<file path="config.mk">
export PLATFORM = sky130hd
export DESIGN_NAME = bcd_display
export DESIGN_NICKNAME = d
export VERILOG_FILES = /design/src/rtl/bcd_display.sv
export SDC_FILE = /design/constraint.sdc
export NUM_CORES = 1
export LEC_CHECK = 0
export ABC_AREA = 0
export CORE_MARGIN = 2
export CORE_UTILIZATION = 51
export CTS_CLUSTER_DIAMETER = 30
export DETAILED_ROUTE_END_ITERATION = 6
export PLACE_DENSITY = 0.73
export SETUP_SLACK_MARGIN = 0.15
export SYNTH_ARGS = -nofsm -noshare
export SYNTH_HDL_FRONTEND = slang
export SYNTH_SLANG_ARGS = --single-unit
export TNS_END_PERCENT = 50
</file>
<file path="constraint.sdc">
create_clock -name clk -period 2.65 [get_ports clk]
set_input_delay 0.795 -clock clk [delete_from_list [all_inputs] [get_ports clk]]
set_output_delay 0.795 -clock clk [all_outputs]
set_load 0.02 [all_outputs]
</file>
<file path="src/rtl/bcd_display.sv">
// Binary-to-BCD converter (sequential double-dabble) feeding a 3-digit
// multiplexed common-anode 7-segment display with optional leading-zero blanking.
module bcd_display #(
  parameter int REFRESH_DIV = 50000,
  parameter bit BLANK_LZ    = 1'b1
) (
  input  logic        clk,
  input  logic        rst,
  input  logic        init,
  input  logic [7:0]  bin,
  output logic [11:0] bcd,
  output logic        done,
  output logic        busy,
  output logic [6:0]  seg,
  output logic [2:0]  an
);

  // state | meaning
  // IDLE  | waiting for init; bcd holds last result
  // ADD3  | add 3 to every BCD field >= 5
  // SHIFT | shift register left by one, decrement iteration count
  // FIN   | publish result, pulse done
  localparam logic [1:0] IDLE  = 2'd0;
  localparam logic [1:0] ADD3  = 2'd1;
  localparam logic [1:0] SHIFT = 2'd2;
  localparam logic [1:0] FIN   = 2'd3;

  localparam int RW = (REFRESH_DIV > 1) ? $clog2(REFRESH_DIV) : 1;

  logic [1:0]    state;
  logic [19:0]   sr;
  logic [19:0]   sr_adj;
  logic [3:0]    count;
  logic [RW-1:0] refresh;
  logic [1:0]    digit;
  logic [3:0]    digit_val;
  logic          blank;

  function automatic logic [3:0] add3(input logic [3:0] d);
    return (d >= 4'd5) ? d + 4'd3 : d;
  endfunction

  function automatic logic [6:0] seg_code(input logic [3:0] d);
    logic [6:0] s;
    case (d)
      4'd0:    s = 7'b1000000;
      4'd1:    s = 7'b1111001;
      4'd2:    s = 7'b0100100;
      4'd3:    s = 7'b0110000;
      4'd4:    s = 7'b0011001;
      4'd5:    s = 7'b0010010;
      4'd6:    s = 7'b0000010;
      4'd7:    s = 7'b1111000;
      4'd8:    s = 7'b0000000;
      4'd9:    s = 7'b0010000;
      default: s = 7'b1111111;
    endcase
    return s;
  endfunction

  assign sr_adj = {add3(sr[19:16]), add3(sr[15:12]), add3(sr[11:8]), sr[7:0]};

  always_ff @(posedge clk or negedge rst) begin
    if (!rst) begin
      state <= IDLE;
      sr    <= '0;
      count <= '0;
      bcd   <= '0;
      done  <= 1'b0;
      busy  <= 1'b0;
    end else begin
      done <= 1'b0;
      case (state)
        IDLE: begin
          if (init) begin
            sr    <= {12'b0, bin};
            count <= 4'd8;
            busy  <= 1'b1;
            state <= ADD3;
          end
        end
        ADD3: begin
          sr    <= sr_adj;
          state <= SHIFT;
        end
        SHIFT: begin
          sr    <= {sr[18:0], 1'b0};
          count <= count - 4'd1;
          // count is about to become zero: that was the eighth shift
          state <= (count == 4'd1) ? FIN : ADD3;
        end
        FIN: begin
          bcd   <= sr[19:8];
          done  <= 1'b1;
          busy  <= 1'b0;
          state <= IDLE;
        end
        default: state <= IDLE;
      endcase
    end
  end

  // Scan runs free of the conversion FSM
  always_ff @(posedge clk or negedge rst) begin
    if (!rst) begin
      refresh <= '0;
      digit   <= 2'd0;
    end else if (refresh == RW'(REFRESH_DIV - 1)) begin
      refresh <= '0;
      digit   <= (digit == 2'd2) ? 2'd0 : digit + 2'd1;
    end else begin
      refresh <= refresh + RW'(1);
    end
  end

  always_comb begin
    an        = 3'b110;
    digit_val = bcd[3:0];
    blank     = 1'b0;
    case (digit)
      2'd1: begin
        an        = 3'b101;
        digit_val = bcd[7:4];
        blank     = BLANK_LZ && (bcd[11:4] == 8'd0);
      end
      2'd2: begin
        an        = 3'b011;
        digit_val = bcd[11:8];
        blank     = BLANK_LZ && (bcd[11:8] == 4'd0);
      end
      default: begin
        an        = 3'b110;
        digit_val = bcd[3:0];
        blank     = 1'b0;
      end
    endcase
    seg = blank ? 7'b1111111 : seg_code(digit_val);
  end

endmodule

</file>
======== Word-level counts from Yosys, hierarchy flattened ========
Memory sizes are Yosys's and may differ from the RTL's.
Index checks and enable logic that the tools add are counted.
cells by class
  add/subtract/negate cells ............... 6
  multipliers ............................. 0
  divide/modulo/power cells ............... 0
  $lt $le $gt $ge ......................... 3
  equal/unequal tests ..................... 11
  shift operators ......................... 0
  multiplexer cells ....................... 19
  bitwise gates (word level) .............. 1
  reductions and logical operators ........ 12
operator list
  cell                                                                count
  one-hot mux 20 bit (3 select lines)                                 1
  2-to-1 mux 20 bit                                                   1
  adder 16 x 1 -> 16 bit (second input constant)                      1
  equality test 16 bit (second input constant)                        1
  2-to-1 mux 16 bit                                                   1
  2-to-1 mux 4 bit                                                    4
  one-hot mux 4 bit (2 select lines)                                  2
  adder 4 x 2 -> 4 bit (second input constant)                        3
  greater-or-equal comparator 4 x 3 -> 1 bit (second input constant)  3
  AND reduction 3 bit                                                 4
  zero test 8 bit                                                     1
  != test 2 bit (second input constant)                               4
  one-hot mux 2 bit (4 select lines)                                  1
  2-to-1 mux 7 bit                                                    1
  equality test 2 bit (second input constant)                         3
  2-to-1 mux 2 bit                                                    3
  one-hot mux 3 bit (2 select lines)                                  1
  equality test 2 x 1 -> 1 bit (second input constant)                2
  equality test 4 x 1 -> 1 bit (second input constant)                1
  zero test 4 bit                                                     1
  one-hot mux 1 bit (2 select lines)                                  2
  AND reduction 2 bit                                                 2
  nonzero test 2 bit                                                  2
  subtractor 4 x 1 -> 4 bit (second input constant)                   1
  5 further kinds                                                     6
word-level totals
  bits in registers ....................... 58
  latch bits .............................. 0
  RAM bits ................................ 0
  ROM bits ................................ 112
  bits of input ports ..................... 11
  output and inout bits ................... 24
  logic and storage cells ................. 64
  memories kept ........................... 1
memory list
  memory            words  bits a word  rd ports  clocked after Yosys merged registers in  write ports  line  text
  (name not given)  16     7            1         0                                        0            45    case (d)

======== Logic depth before layout (Yosys ltp) ========
Gate-level depths: netlist of the first run.
An unclocked memory read counts as a cell.
  word-level depth ........................ 4
  depth in mapped cells ................... 9
  gate-level depth less buffers ........... 8

======== Least setup slack after synthesis of the first run ========
Ideal clock, no wire load.
  path type ............................... flip-flop to output port
  from .................................... register digit[0]
  to ...................................... output seg[5]
  data arrival time ....................... 2088 ps
  required time ........................... 1855 ps
  setup slack ............................. -233 ps
  cell stages (with the launch flop) ...... 9
  buffers on the path ..................... 1
  cell sequence ........................... dfrtp_1 inv_1 ha_1 buf_4 mux2i_1 inv_1 ha_1 nor3_1 o21ai_0
between the ends
  word-level cells in the longest chain between the ends .. 4
  elaborated cells on any way between the ends .. 6
ends and longest elaborated chain
  element                                                              line  text
  from (decl)                                                          35    logic [1:0] digit;
  from (signal assigned)                                               110   digit <= (digit == 2'd2) ? 2'd0 : digit + 2'd1;
  equality test 2 bit or equality test 2 x 1 -> 1 bit (tied branches)  120   case (digit)
  one-hot mux 4 bit (2 select lines)                                   120
  memory (16 x 7 bit)                                                  --
  2-to-1 mux 7 bit (*)                                                 137   seg = blank ? 7'b1111111 : seg_code(digit_val);
  to (decl)                                                            14    output logic [6:0] seg,
Every way passes the cells marked *; elsewhere a longest branch is shown, timed or not.

======== Worst setup path after layout of the first run ========
  from .................................... register digit[0]
  to ...................................... output seg[3]
Same word-level chain as after synthesis.

==> metrics.txt, run 1 <==
status complete, but fails checks; failing checks negative setup slack; uppermost layer routed met4; hold-fix buffers at CTS 0; Placer Congestion slightly above 0.8; Hold Vio Cnt, Final 0; metal3 WL approximately 310 um; total core area between 6000 and 7000 um2; WL/cell between 10 and 15 um; post-synth net total ~370; final wirelength between 7000 and 8000 um; worst-path fanout max 7; Detail Placement HPWL 4930 um; std cell rows 29; required time of the critical path around 1.9 ns; final cell count without fillers 486; Final Util 68.0%; Clk pin slew, worst setup/hold paths roughly 0.08 ns; first-pass GRT wire length 11,900 um; CP max stage cell dfrtp_1; crit path DAT ~2.2 ns; synth top area cells dfrtp_1 44%, ha_1 8.0%, mux2_2 4.8%, o21ai_0 3.7%, nand2_1 3.7%; Clock Skews roughly 0.014 ns; layout cell share with drive strength beyond 1 roughly a quarter; Yosys cell types 56; Synth top area share 44.3%; # diodes 0; vias per std cell between 5 and 6; Worst Hold Class input port to asynchronous set/reset pin; P_leak ~1.9 nW; CTS Buf Count 9; # Max-Cap Violations 0; die width around 84 um; largest net degree at the start of global routing 26; die area 7090 um2; RSZ-0062 raised after global routing yes; final setup fails 7; number of synthesized flops with an enable pin 0; fill count slightly below 500; DRC violation count after routing 0; DP Cell Count about 460; sequential share of the synthesized area 44.3%; via count around 2,700; Max-Slew Margin vs Limit approximately three fifths; asr flop ratio synth between 90% and 100%; Root Driver clkbuf_8; H-tree depth 3; Area Growth Syn to Fin 30.2%; met2 wire length ~3500 um; Peak supply drop 0.817 mV; CP Capture Type output port; delay of the slowest cell on the worst path 0.39 ns; startpoint types register; Detailed Routing Iterations Pass 1 4; vias in the first global route between 2,000 and 3,000; Clock Path Buffers 2; Yosys Warn Count 0; # nets final between 400 and 500; fin crit period 2.99 ns; CTS tree done; crit-path cells inv_2, ha_4, mux2i_4, ha_2, o21ai_1, nand4_1, buf_2; Die H between 80 and 90 um; Slew @ Worst Pin 0.591 ns; GRT Util Overall between 20% and 30%; worst setup margin -0.340 ns; antenna viol nets, final 0; initial antenna violation count 0; cell taking the most area after synthesis dfrtp_1; Initial Util 52.2%; Clk Latency, worst-skew pair 0.34 ns; PortBufs 34; CP Class register to output port; Power Density 1080 nW/um2; Post-Syn Instances about 330; Final period util 113%; register bit count reported by yosys 58; ys flop type dfrtp_1; setup TNS -1.88 ns; Synth Area per Inst 9.81 um2; max-slew violations 0; I/O Pins 35; CTS sink count 58; Overflow after GRT 0; fmax 334 MHz; Mapped Area about 3300 um2; First DRT Iteration DRCs 180; M1 wire length 3180 um
-- per-stage QoR --
step,setup WS (ns),hold WS (ns),area (um2),power (W)
CTS,-0.316,0.470,4270,0.00463
detailed placement,-0.397,0.478,3930,0.00353
finish,-0.340,0.461,4270,0.00462
global route,-0.437,0.485,4270,0.00493
global placement,-0.344,0.467,3930,0.00347
floorplan,0.103,0.446,3330,0.00274
-- registers in the layout, indices dropped and copies added (netlist names) --
register / cells
bcd: 12
done: 1
sr: 20
refresh: 16
count: 4
state: 2
busy: 1
digit: 2
-- layout by cell type (no fill, tap or decap), drive strengths merged, types with 12 or more instances in the layout --
master / synthesis / layout
nand2: 33 / 33
clkbuf: 4 / 13
a22oi: 14 / 14
nor2: 28 / 28
nand3: 12 / 12
inv: 23 / 23
dfrtp: 58 / 58
mux2: 16 / 16
buf: 7 / 45
ha: 21 / 21
o21ai: 29 / 29
a21oi: 21 / 21
clkdlybuf4s50: 0 / 23
-- worst max-delay path, delay by kind of cell, from the launching register on --
kind	cells	cell delay, ns
simple gates	1	0.10
buf+inv	2	0.27
mux	1	0.29
compound gates	1	0.15
flops	1	0.39
fa+ha+maj	2	0.66
-- what timing repair did --
action                                  4_1_cts  5_1_grt
endpoints found under the setup margin       10        8
buffers inserted                              5        1
endpoints found under the hold margin         0        0
resized for setup                            53        2
pin swaps                                     7        2
-- cell usage after synthesis (2+ instances only) --
library cell and number:
nor2_2 2, mux2_2 14, nor2_1 26, nand4_1 2, a21o_1 3, nor3b_1 2
mux2i_1 4, o21ai_1 4, nand2_1 32, ha_1 21, nand2b_1 3, nor4_1 2
a21oi_1 19, a22o_1 5, o21ai_0 24, buf_4 4, o221ai_1 2, inv_1 23
and3_1 4, nand3_2 2, buf_2 2, nor3_1 6, nand3_1 10, dfrtp_1 58
xor2_1 3, nor2b_1 4, a22oi_1 14, clkbuf_1 4, xnor2_1 8
-- kinds of logic after synthesis --
logic type / count (synthesis) / synth area share [%]
AND/OR/NAND/NOR: 105 / 16.1
AO/OA/AOI/OAI: 85 / 17.2
flip-flops: 58 / 44.3
buffers and inverters: 34 / 4.66
adder cells (fa/ha/maj): 21 / 8.02
multiplexers: 20 / 6.83
XOR/XNOR: 11 / 2.94
-- final timing paths --
check	from	endpoint	slack (ns)	cells after the start
worst max-delay path	digit[0]	seg[3]	-0.34	7
worst min-delay path	rst	refresh[9]	0.46	1
worst max register to register	state[0]	sr[13]	0.71	7
worst min register to register	refresh[15]	refresh[15]	0.49	1
max in group asynchronous	rst	count[1]	1.59	2
min in group clk	refresh[15]	refresh[15]	0.49	1
-- power breakdown --
group / internal [W] / total (W) / leakage, nW / switching (W)
combinational: 0.00105 / 0.00225 / 1.03 / 0.00120
clock: 0.000677 / 0.00103 / 0.123 / 0.000350
sequential: 0.00112 / 0.00134 / 0.750 / 0.000221
total: 0.00285 / 0.00462 / 1.91 / 0.00177
-- per-layer routing --
metal / track usage, % / vias to the layer above
met1: 26.8 / 1298
met4: 6.74 / 0
met3: 5.60 / 8
li1: - / 1311
met5: 0 / -
met2: 35.1 / 70
-- cell type report --
cell class | count | area (um2) | area share [%]
repair buffers | 70 | 617 | 14.4
flip-flops and latches | 58 | 1450 | 34.0
clock buffers | 12 | 155 | 3.63
multi-input cells | 242 | 1770 | 41.4
clock inverters | 4 | 97.6 | 2.29
inverters | 23 | 86.3 | 2.02
well taps | 77 | 96.3 | 2.26
No activity file was read; power rests on OpenSTA's default activity.
==> run 2: changes to the inputs <==
Settings changed: ABC_AREA 0 to not set.
==> results of run 2 <==
Final layout, timing and power as in run 1 (identical DEF).
==> run 3: changes to the inputs <==
Settings changed: CORE_UTILIZATION 51 to 59, CTS_BUF_LIST set to sky130_fd_sc_hd__clkbuf_2 sky130_fd_sc_hd__clkbuf_4 sky130_fd_sc_hd__clkbuf_8, CTS_CLUSTER_DIAMETER 30 to 200, PLACE_DENSITY 0.73 to 0.83.
==> run 3 against run 2 <==
The flow still finishes with violations (negative setup slack). Clock skew is 0.0068 ns lower. Utilization rose by 11 points. Count of clock-buffer cells in the layout shrank 3. Die area is 13% lower. Routed wire length grew 16%. Power is 1.8% lower. Worst hold slack got worse by 0.091 ns. Via count is 5.2% higher. Final cell count did not move. Critical path type unchanged. Largest cell class unchanged.
==> metrics.txt, run 3 (synthesis gave the netlist of run 1 again) <==
status complete, but fails checks; First DRT Iteration DRCs just over 200; Die H around 79 um; Reg2Reg Setup Slack roughly 0.67 ns; Clk pin slew, worst setup/hold paths approximately 0.07 ns; # nets final 441; most common cell after layout, fill and taps aside dfrtp_1; DRC violation count after routing 0; vias in the first global route between 2,000 and 3,000; vias per std cell roughly 5.8; Initial Util approximately three fifths; DP Cell Count roughly 450; I/O Pins 35; P_leak between 1.5 and 2 nW; Placed Area between 3000 and 4000 um2; # Max-Cap Violations 0; initial antenna violation count 0; layout cell share with drive strength beyond 1 28.0%; via count around 2,800; Largest regs sr x20, refresh x16, bcd x12; final setup fails 7; WL/cell between 15 and 20 um; worst reg2reg path endpoint sr[18]; CP Capture Type output port; GRT Util Overall between 20% and 30%; Detail Placement HPWL approximately 5400 um; Root Driver clkbuf_8; largest net degree at the start of global routing 23; antenna viol nets, final 0; Placer Congestion 0.819; std cell rows 27; design area between 4000 and 5000 um2; final wirelength 8200 um; Detailed Routing Iterations Pass 1 4; PortBufs 34; failing checks negative setup slack; # diodes 0; Peak supply drop around 0.84 mV; worst-path fanout max 7; required time of the critical path about 1.9 ns; Biggest register sr; max reg flops 20; CTS Buf Count 9; CP Class register to output port; die width between 70 and 80 um; Max-Slew Margin vs Limit 63.5%; CTS tree done; total core area roughly 5400 um2; fin crit period 3.07 ns; Clk Latency, worst-skew pair between 0.3 and 0.4 ns; Slew @ Worst Pin between 0.5 and 0.6 ns; Clock Skews ~0.007 ns; first-pass GRT wire length about 14,000 um; Power Density between 1000 and 1500 nW/um2; die area just over 6000 um2; final cell count without fillers 486; Final Util just under 80%; crit path DAT 2.28 ns; Total Power around 0.0045 W; H-tree depth 3; worst setup margin -0.423 ns; Final period util 116%; Clock Path Buffers 2; WHS approximately 0.37 ns; Worst Hold Class input port to asynchronous set/reset pin; Overflow after GRT 0; RSZ-0062 raised after global routing yes; Area Growth Syn to Fin 30.8%; RR Startpoint state[0]; CTS sink count slightly below 60; commonest non-fill, non-tap cells in the layout 58 x dfrtp_1, 38 x buf_4, 32 x nand2_1, 23 x nor2_1, 23 x clkdlybuf4s50_1; r2r worst-path depth 8; startpoint types register; fmax approximately 330 MHz; max-slew violations 0; Hold Vio Cnt, Final 0; hold-fix buffers at CTS 0
[run 3: stage by stage]
stage,TNS [ns],setup WS [ns]
floorplan,0,0.103
global placement,-2.28,-0.342
detailed placement,-2.86,-0.435
CTS,-2.07,-0.352
global route,-3.15,-0.494
finish,-2.46,-0.423
[run 3: what timing repair did]
action | 4_1_cts | 5_1_grt
pin swaps | 9 | 5
endpoints found under the setup margin | 10 | 8
resized for setup | 54 | 14
buffers inserted | 11 | 5
gates cloned | 0 | 0
[run 3: how the worst max path moves through the flow]
stage          slack, ns  cells after the start  startpoint      to
2_1_floorplan       0.10                      7    digit[0]  seg[3]
3_3_place_gp       -0.34                      9    digit[0]  seg[1]
3_5_place_dp       -0.44                      8    digit[0]  seg[3]
4_1_cts            -0.35                      8    digit[1]  seg[5]
5_1_grt            -0.49                     11    digit[0]  seg[2]
6_report           -0.42                      7    digit[0]  seg[3]
[run 3: per-layer routing]
layer	vias to the layer above	track usage [%]	wire length, um
met2	84	48.2	4270
met3	23	6.55	316
met5	-	0	0
met4	0	12.3	239
met1	1393	35.9	3370
li1	1328	-	-
[run 3: critical path, cell delays in order (launching register included)]
cell and delay [ns]:
dfrtp_1 0.41, inv_2 0.09, ha_4 0.37, mux2i_4 0.33
ha_4 0.25, o21ai_1 0.15, nand4_1 0.14, buf_4 0.20
[run 3: layout make-up]
type	count	area, um2
fill	356	1150
multi-input combinational	242	1800
clock buffer	9	124
clock inverter	7	68.8
tap	72	90.1
sequential	58	1450
inverter	23	86.3
timing repair buffer	75	672
[run 3: power breakdown]
| group | internal (W) | leakage [nW] | switching (W) |
|---|---|---|---|
| registers | 0.00112 | 0.750 | 0.000244 |
| logic | 0.00110 | 1.07 | 0.00127 |
| clock network | 0.000431 | 0.0954 | 0.000370 |
